**config.mk**
```make
export PLATFORM = sky130hd
export DESIGN_NAME = write_iq
export DESIGN_NICKNAME = d
export VERILOG_FILES = /design/src/rtl/write_iq.sv
export SDC_FILE = /design/constraint.sdc
export NUM_CORES = 1
export LEC_CHECK = 0
export ABC_CLOCK_PERIOD_IN_PS = 4550
export CORE_MARGIN = 1
export CORE_UTILIZATION = 50
export CTS_CLUSTER_SIZE = 24
export DETAILED_ROUTE_END_ITERATION = 16
export HOLD_SLACK_MARGIN = 0.08
export MAX_ROUTING_LAYER = met4
export PLACE_DENSITY_LB_ADDON = 0.25
export SLEW_MARGIN = 10
export SYNTH_ARGS = -nofsm -noshare
export SYNTH_HDL_FRONTEND = slang
export SYNTH_SLANG_ARGS = --single-unit
```
**constraint.sdc**
```tcl
create_clock -name clock -period 4.55 [get_ports clock]
set_input_delay 0.91 -clock clock [delete_from_list [all_inputs] [get_ports clock]]
set_output_delay 0.91 -clock clock [all_outputs]
set_load 0.01 [all_outputs]
```
**src/rtl/write_iq.sv**
```systemverilog
// IQ writer: pops paired quantized I/Q samples, dequantizes them to saturated
// signed 16-bit values and pushes one byte-swapped packed IQ word per pair.
module write_iq #(
    parameter int QUANT_BITS = 10,
    parameter bit ROUND      = 1'b1,
    parameter int CNT_WIDTH  = 32
) (
    input  logic                 clock,
    input  logic                 reset,
    output logic                 inI_rd_en,
    input  logic                 inI_empty,
    input  logic [31:0]          inI_dout,
    output logic                 inQ_rd_en,
    input  logic                 inQ_empty,
    input  logic [31:0]          inQ_dout,
    output logic                 out_wr_en,
    input  logic                 out_full,
    output logic [31:0]          out_din,
    output logic                 sat_flag,
    output logic [CNT_WIDTH-1:0] sample_count
);

    // Two-bit encoding leaves spare codes that must recover to S_READ.
    typedef enum logic [1:0] {
        S_READ  = 2'd0,
        S_WRITE = 2'd1
    } state_t;

    localparam logic signed [32:0] RND_ADD =
        ROUND ? (33'sd1 <<< (QUANT_BITS - 1)) : 33'sd0;

    // Returns {sat, value}; the 33-bit sum cannot overflow for any 32-bit input.
    function automatic logic [16:0] dequant(input logic [31:0] x);
        logic signed [32:0] r;
        logic signed [32:0] s;
        r = $signed({x[31], x}) + RND_ADD;
        s = r >>> QUANT_BITS;
        if (s > 33'sd32767) begin
            dequant = {1'b1, 16'h7FFF};
        end else if (s < -33'sd32768) begin
            dequant = {1'b1, 16'h8000};
        end else begin
            dequant = {1'b0, s[15:0]};
        end
    endfunction

    function automatic logic [31:0] pack_iq(input logic [15:0] i16, input logic [15:0] q16);
        pack_iq = {i16[7:0], i16[15:8], q16[7:0], q16[15:8]};
    endfunction

    state_t                 state_q, state_d;
    logic [15:0]            i16_q, i16_d;
    logic [15:0]            q16_q, q16_d;
    logic                   sat_q, sat_d;
    logic [CNT_WIDTH-1:0]   cnt_q, cnt_d;
    logic [16:0]            deq_i;
    logic [16:0]            deq_q;

    assign deq_i        = dequant(inI_dout);
    assign deq_q        = dequant(inQ_dout);
    assign sat_flag     = sat_q;
    assign sample_count = cnt_q;

    always_comb begin
        // NOTE: every output and next-state value gets a default first so no latch is inferred.
        state_d   = state_q;
        i16_d     = i16_q;
        q16_d     = q16_q;
        sat_d     = sat_q;
        cnt_d     = cnt_q;
        inI_rd_en = 1'b0;
        inQ_rd_en = 1'b0;
        out_wr_en = 1'b0;
        out_din   = '0;

        case (state_q)
            S_READ: begin
                // Pop only as a pair so I and Q never drift apart.
                if (!inI_empty && !inQ_empty) begin
                    inI_rd_en = 1'b1;
                    inQ_rd_en = 1'b1;
                    i16_d     = deq_i[15:0];
                    q16_d     = deq_q[15:0];
                    sat_d     = sat_q | deq_i[16] | deq_q[16];
                    state_d   = S_WRITE;
                end
            end
            S_WRITE: begin
                if (!out_full) begin
                    out_wr_en = 1'b1;
                    out_din   = pack_iq(i16_q, q16_q);
                    cnt_d     = cnt_q + CNT_WIDTH'(1);
                    state_d   = S_READ;
                end
            end
            default: begin
                state_d = S_READ;
                i16_d   = '0;
                q16_d   = '0;
            end
        endcase
    end

    always_ff @(posedge clock or negedge reset) begin
        if (!reset) begin
            state_q <= S_READ;
            i16_q   <= '0;
            q16_q   <= '0;
            sat_q   <= 1'b0;
            cnt_q   <= '0;
        end else begin
            // NOTE: sequential state uses non-blocking assignments only.
            state_q <= state_d;
            i16_q   <= i16_d;
            q16_q   <= q16_d;
            sat_q   <= sat_d;
            cnt_q   <= cnt_d;
        end
    end

endmodule
```
==> impl_metrics.yaml <==
critical_path:
  crit_family: "simple AND/OR/NAND/NOR gates"
  path_buf_inv: 1
  path_cells: "clkdlybuf4s50_1 > and4_1 > nand4_1 > nor4_1 > xnor2_1 > o21ai_0 > a221oi_4 > a41oi_1"
  start_kind: "input pin"
  critPathCaptureType: "flip-flop"
  max_stage_delay_ns: 0.71
  critPathMaxFanout: 16
  cp.depth: 8
  cp.arrival_ns: 3.89
  cp.required_ns: 4.72
  cp_slowest_cell: "a221oi_4"
  crit_type: "input pin to flip-flop"
  rr_worst_depth: 7
routing:
  vias: 3728
  postRouteAntennaNets: 0
  drtPass1Iterations: 4
  route.detailed.drc: 0
  wl_per_cell_um: 15.2
  first_iter_violations: 113
  totalWireLength_um: 10100
  vias_per_cell: 5.63
pwr:
  p_leak_nw: 2.09
  peakVddDrop_uv: 172
  p_per_area_nw_per_um2: 295
synthesis:
  synth_xor_area_frac: 0.133
  synth-simple-area-share: 0.286
  synth_top_family_by_area: "simple AND/OR/NAND/NOR gates"
  synthMuxAreaShare: 0.00276
  syn-cell-area_um2: 4080
  avgSynthCellArea_um2: 9.20
  yosys_most_used_dff: "dfrtp_1"
  post_synth_num_cell_types: 53
  ys_ff_latch: 66
  synthAdderAreaFrac: 0.00921
  synth_enable_flop_cells: 0
  yosysSeqAreaShare: 0.405
  syn_inst: 443
  ys_warn_count: 0
  syn_nets: 515
  synth_compound_area_frac: 0.132
  async_reset_ff_frac: 1.00
min_path:
  hold_class: "flip-flop to flip-flop"
  min_path_cells: 1
cells_and_area:
  mostFrequentLayoutCells: "117 x clkdlybuf4s50_1, 66 x dfrtp_1, 38 x xnor2_1, 36 x nor2_1, 35 x and2_1"
  synthToLayoutAreaGrowth_pct: 35.9
  final_common_cell: "clkdlybuf4s50_1"
  fin_util: 0.710
  nNetsFinal: 627
  drive_gt1_frac: 0.0696
  insertedDiodeCount: 0
floorplan:
  initial_core_util: 0.522
  core_um2: 7810
  io_pins: 137
  die_w_um: 92.3
  dieArea_um2: 8520
  die_h_um: 92.3
  placementRows: 32
sta:
  hold_viol_final: 0
  timing.slew.headroom: 0.374
  rsz0062_at_grt: "false"
  setup_violations: 0
  clock.fmax_mhz: 269
  hold_slack_ns: 0.468
  fin_crit_sh: 0.818
  fin_crit_ns: 3.72
  fin_setup_tns_ns: 0
  slew_violations: 0
  timing.final.ws_setup_ns: 0.827
  finClkSkew_ns: 0.0125
  max_slew.worst_pin.slew_ns: 0.939
place:
  detailed_place_hpwl_um: 7510
  place.gp.congestion: 0.897
  pre_cts_ws_ns: 0.427
  numPortBuffers: 118
grt:
  gr-total-overflow: 0
  grt_max_degree: 47
  grt.total_usage: 0.256
  grt_pass1_vias: 3672
  antenna_found_initial: 0
  grt_first_pass_wirelength_um: 16800
job:
  drv_cap: 0
clock_tree:
  cts_setup_buffers: 0
  root_buffer: "clkbuf_8"
  cts_max_path_buffers: 2
  cts.sinks: 66
  cts_tree: "done"
  cts_made_buffers: 9
  htree_levels: 3
  clkTransAtPathRegs_ns: 0.07
  postCtsHoldBufs: 0
  clk-insertion-delay-late_ns: 0.34
  cts.repair.resized: 0
run_status:
  status: "completed"
[area by class of cell]
cell class,instances,area [um2]
multi-input cells,350,2300
clock buffers,10,138
clock inverters,6,90.1
repair buffers,123,1210
fillers,641,2270
flip-flops and latches,66,1650
well taps,102,128
inverters,5,18.8
[path summary, 6_finish.rpt]
kind	startpoint	endpoint	slack, ns
setup / recovery	inI_dout[11]	sat_flag$_DFFE_PN0P_	0.83
hold / removal	sample_count[31]$_DFFE_PN0P_	sample_count[31]$_DFFE_PN0P_	0.47
setup reg to reg	state_q[0]$_DFFE_PN0P_	sample_count[24]$_DFFE_PN0P_	2.00
min in group asynchronous	reset	sample_count[7]$_DFFE_PN0P_	0.71
hold reg to reg	sample_count[31]$_DFFE_PN0P_	sample_count[31]$_DFFE_PN0P_	0.47
max in group asynchronous	reset	sample_count[23]$_DFFE_PN0P_	2.97
[power breakdown]
group	switching (mW)	internal [mW]	total (mW)
logic	0.170	0.207	0.377
registers	0.0479	0.655	0.703
clock network	0.233	0.324	0.557
[worst register-to-register path: stages, from the launching register on]
cell and delay [ns]:
dfrtp_1 0.36, nor2b_2 0.14, buf_4 0.31, nand4_1 0.20, or2_2 0.39, nor4_1 0.67, nand2_1 0.18, xnor2_1 0.23
[layer usage]
layer  wire length (um)  track usage  vias to the layer above
li1                   -            -                     1823
met1               4430        0.317                     1775
met2               4930        0.415                      110
met3                467       0.0378                       20
met4                227        0.120                        0
met5                  0            -                        -
[synthesized netlist by cell type (2+ instances only)]
cell / count / area share
a211oi_1: 3 / 0.0055
a21o_1: 2 / 0.0037
a21oi_1: 4 / 0.0049
a31oi_1: 16 / 0.025
and2_1: 35 / 0.054
and3_1: 7 / 0.011
and4_1: 7 / 0.015
buf_2: 3 / 0.0037
buf_4: 2 / 0.0037
buf_6: 2 / 0.0055
clkbuf_1: 14 / 0.013
dfrtp_1: 66 / 0.41
ha_1: 3 / 0.0092
inv_1: 5 / 0.0046
nand2_1: 30 / 0.028
nand3_1: 27 / 0.033
nand4_1: 17 / 0.026
nor2_1: 36 / 0.033
nor2b_1: 2 / 0.0031
nor3_1: 23 / 0.028
nor3b_1: 2 / 0.0037
nor4_1: 3 / 0.0046
nor4_2: 2 / 0.0061
o21ai_0: 9 / 0.011
o21ai_1: 13 / 0.016
o22a_1: 15 / 0.032
o31ai_1: 3 / 0.0055
o41ai_1: 2 / 0.0043
or2_2: 3 / 0.0046
or3_1: 2 / 0.0031
or4_1: 3 / 0.0055
xnor2_1: 38 / 0.082
xor2_1: 24 / 0.052
[metrics by stage]
stage / power (mW) / area (um2) / std cells
final: 1.64 / 5540 / 662
after global routing: 1.72 / 5540 / 662
after CTS: 1.65 / 5540 / 662
after detailed placement: 1.09 / 5310 / 646
after global placement: 1.08 / 5310 / 646
after floorplan: 0.884 / 4080 / 443
[cell families (layout without fill, tap and decap cells)]
family / after synthesis / after routing
flip-flops: 66 / 66
multiplexers: 1 / 1
adder cells (fa/ha/maj): 3 / 3
AO/OA/AOI/OAI: 74 / 74
buffers and inverters: 27 / 144
XOR/XNOR: 62 / 62
AND/OR/NAND/NOR: 210 / 210
[sequential cells by signal, indices dropped and copies added, names as in the netlist]
name / count
sample_count: 32
q16_q: 16
sat_flag: 1
i16_q: 16
state_q: 1
(Power assumes the default switching activity.)
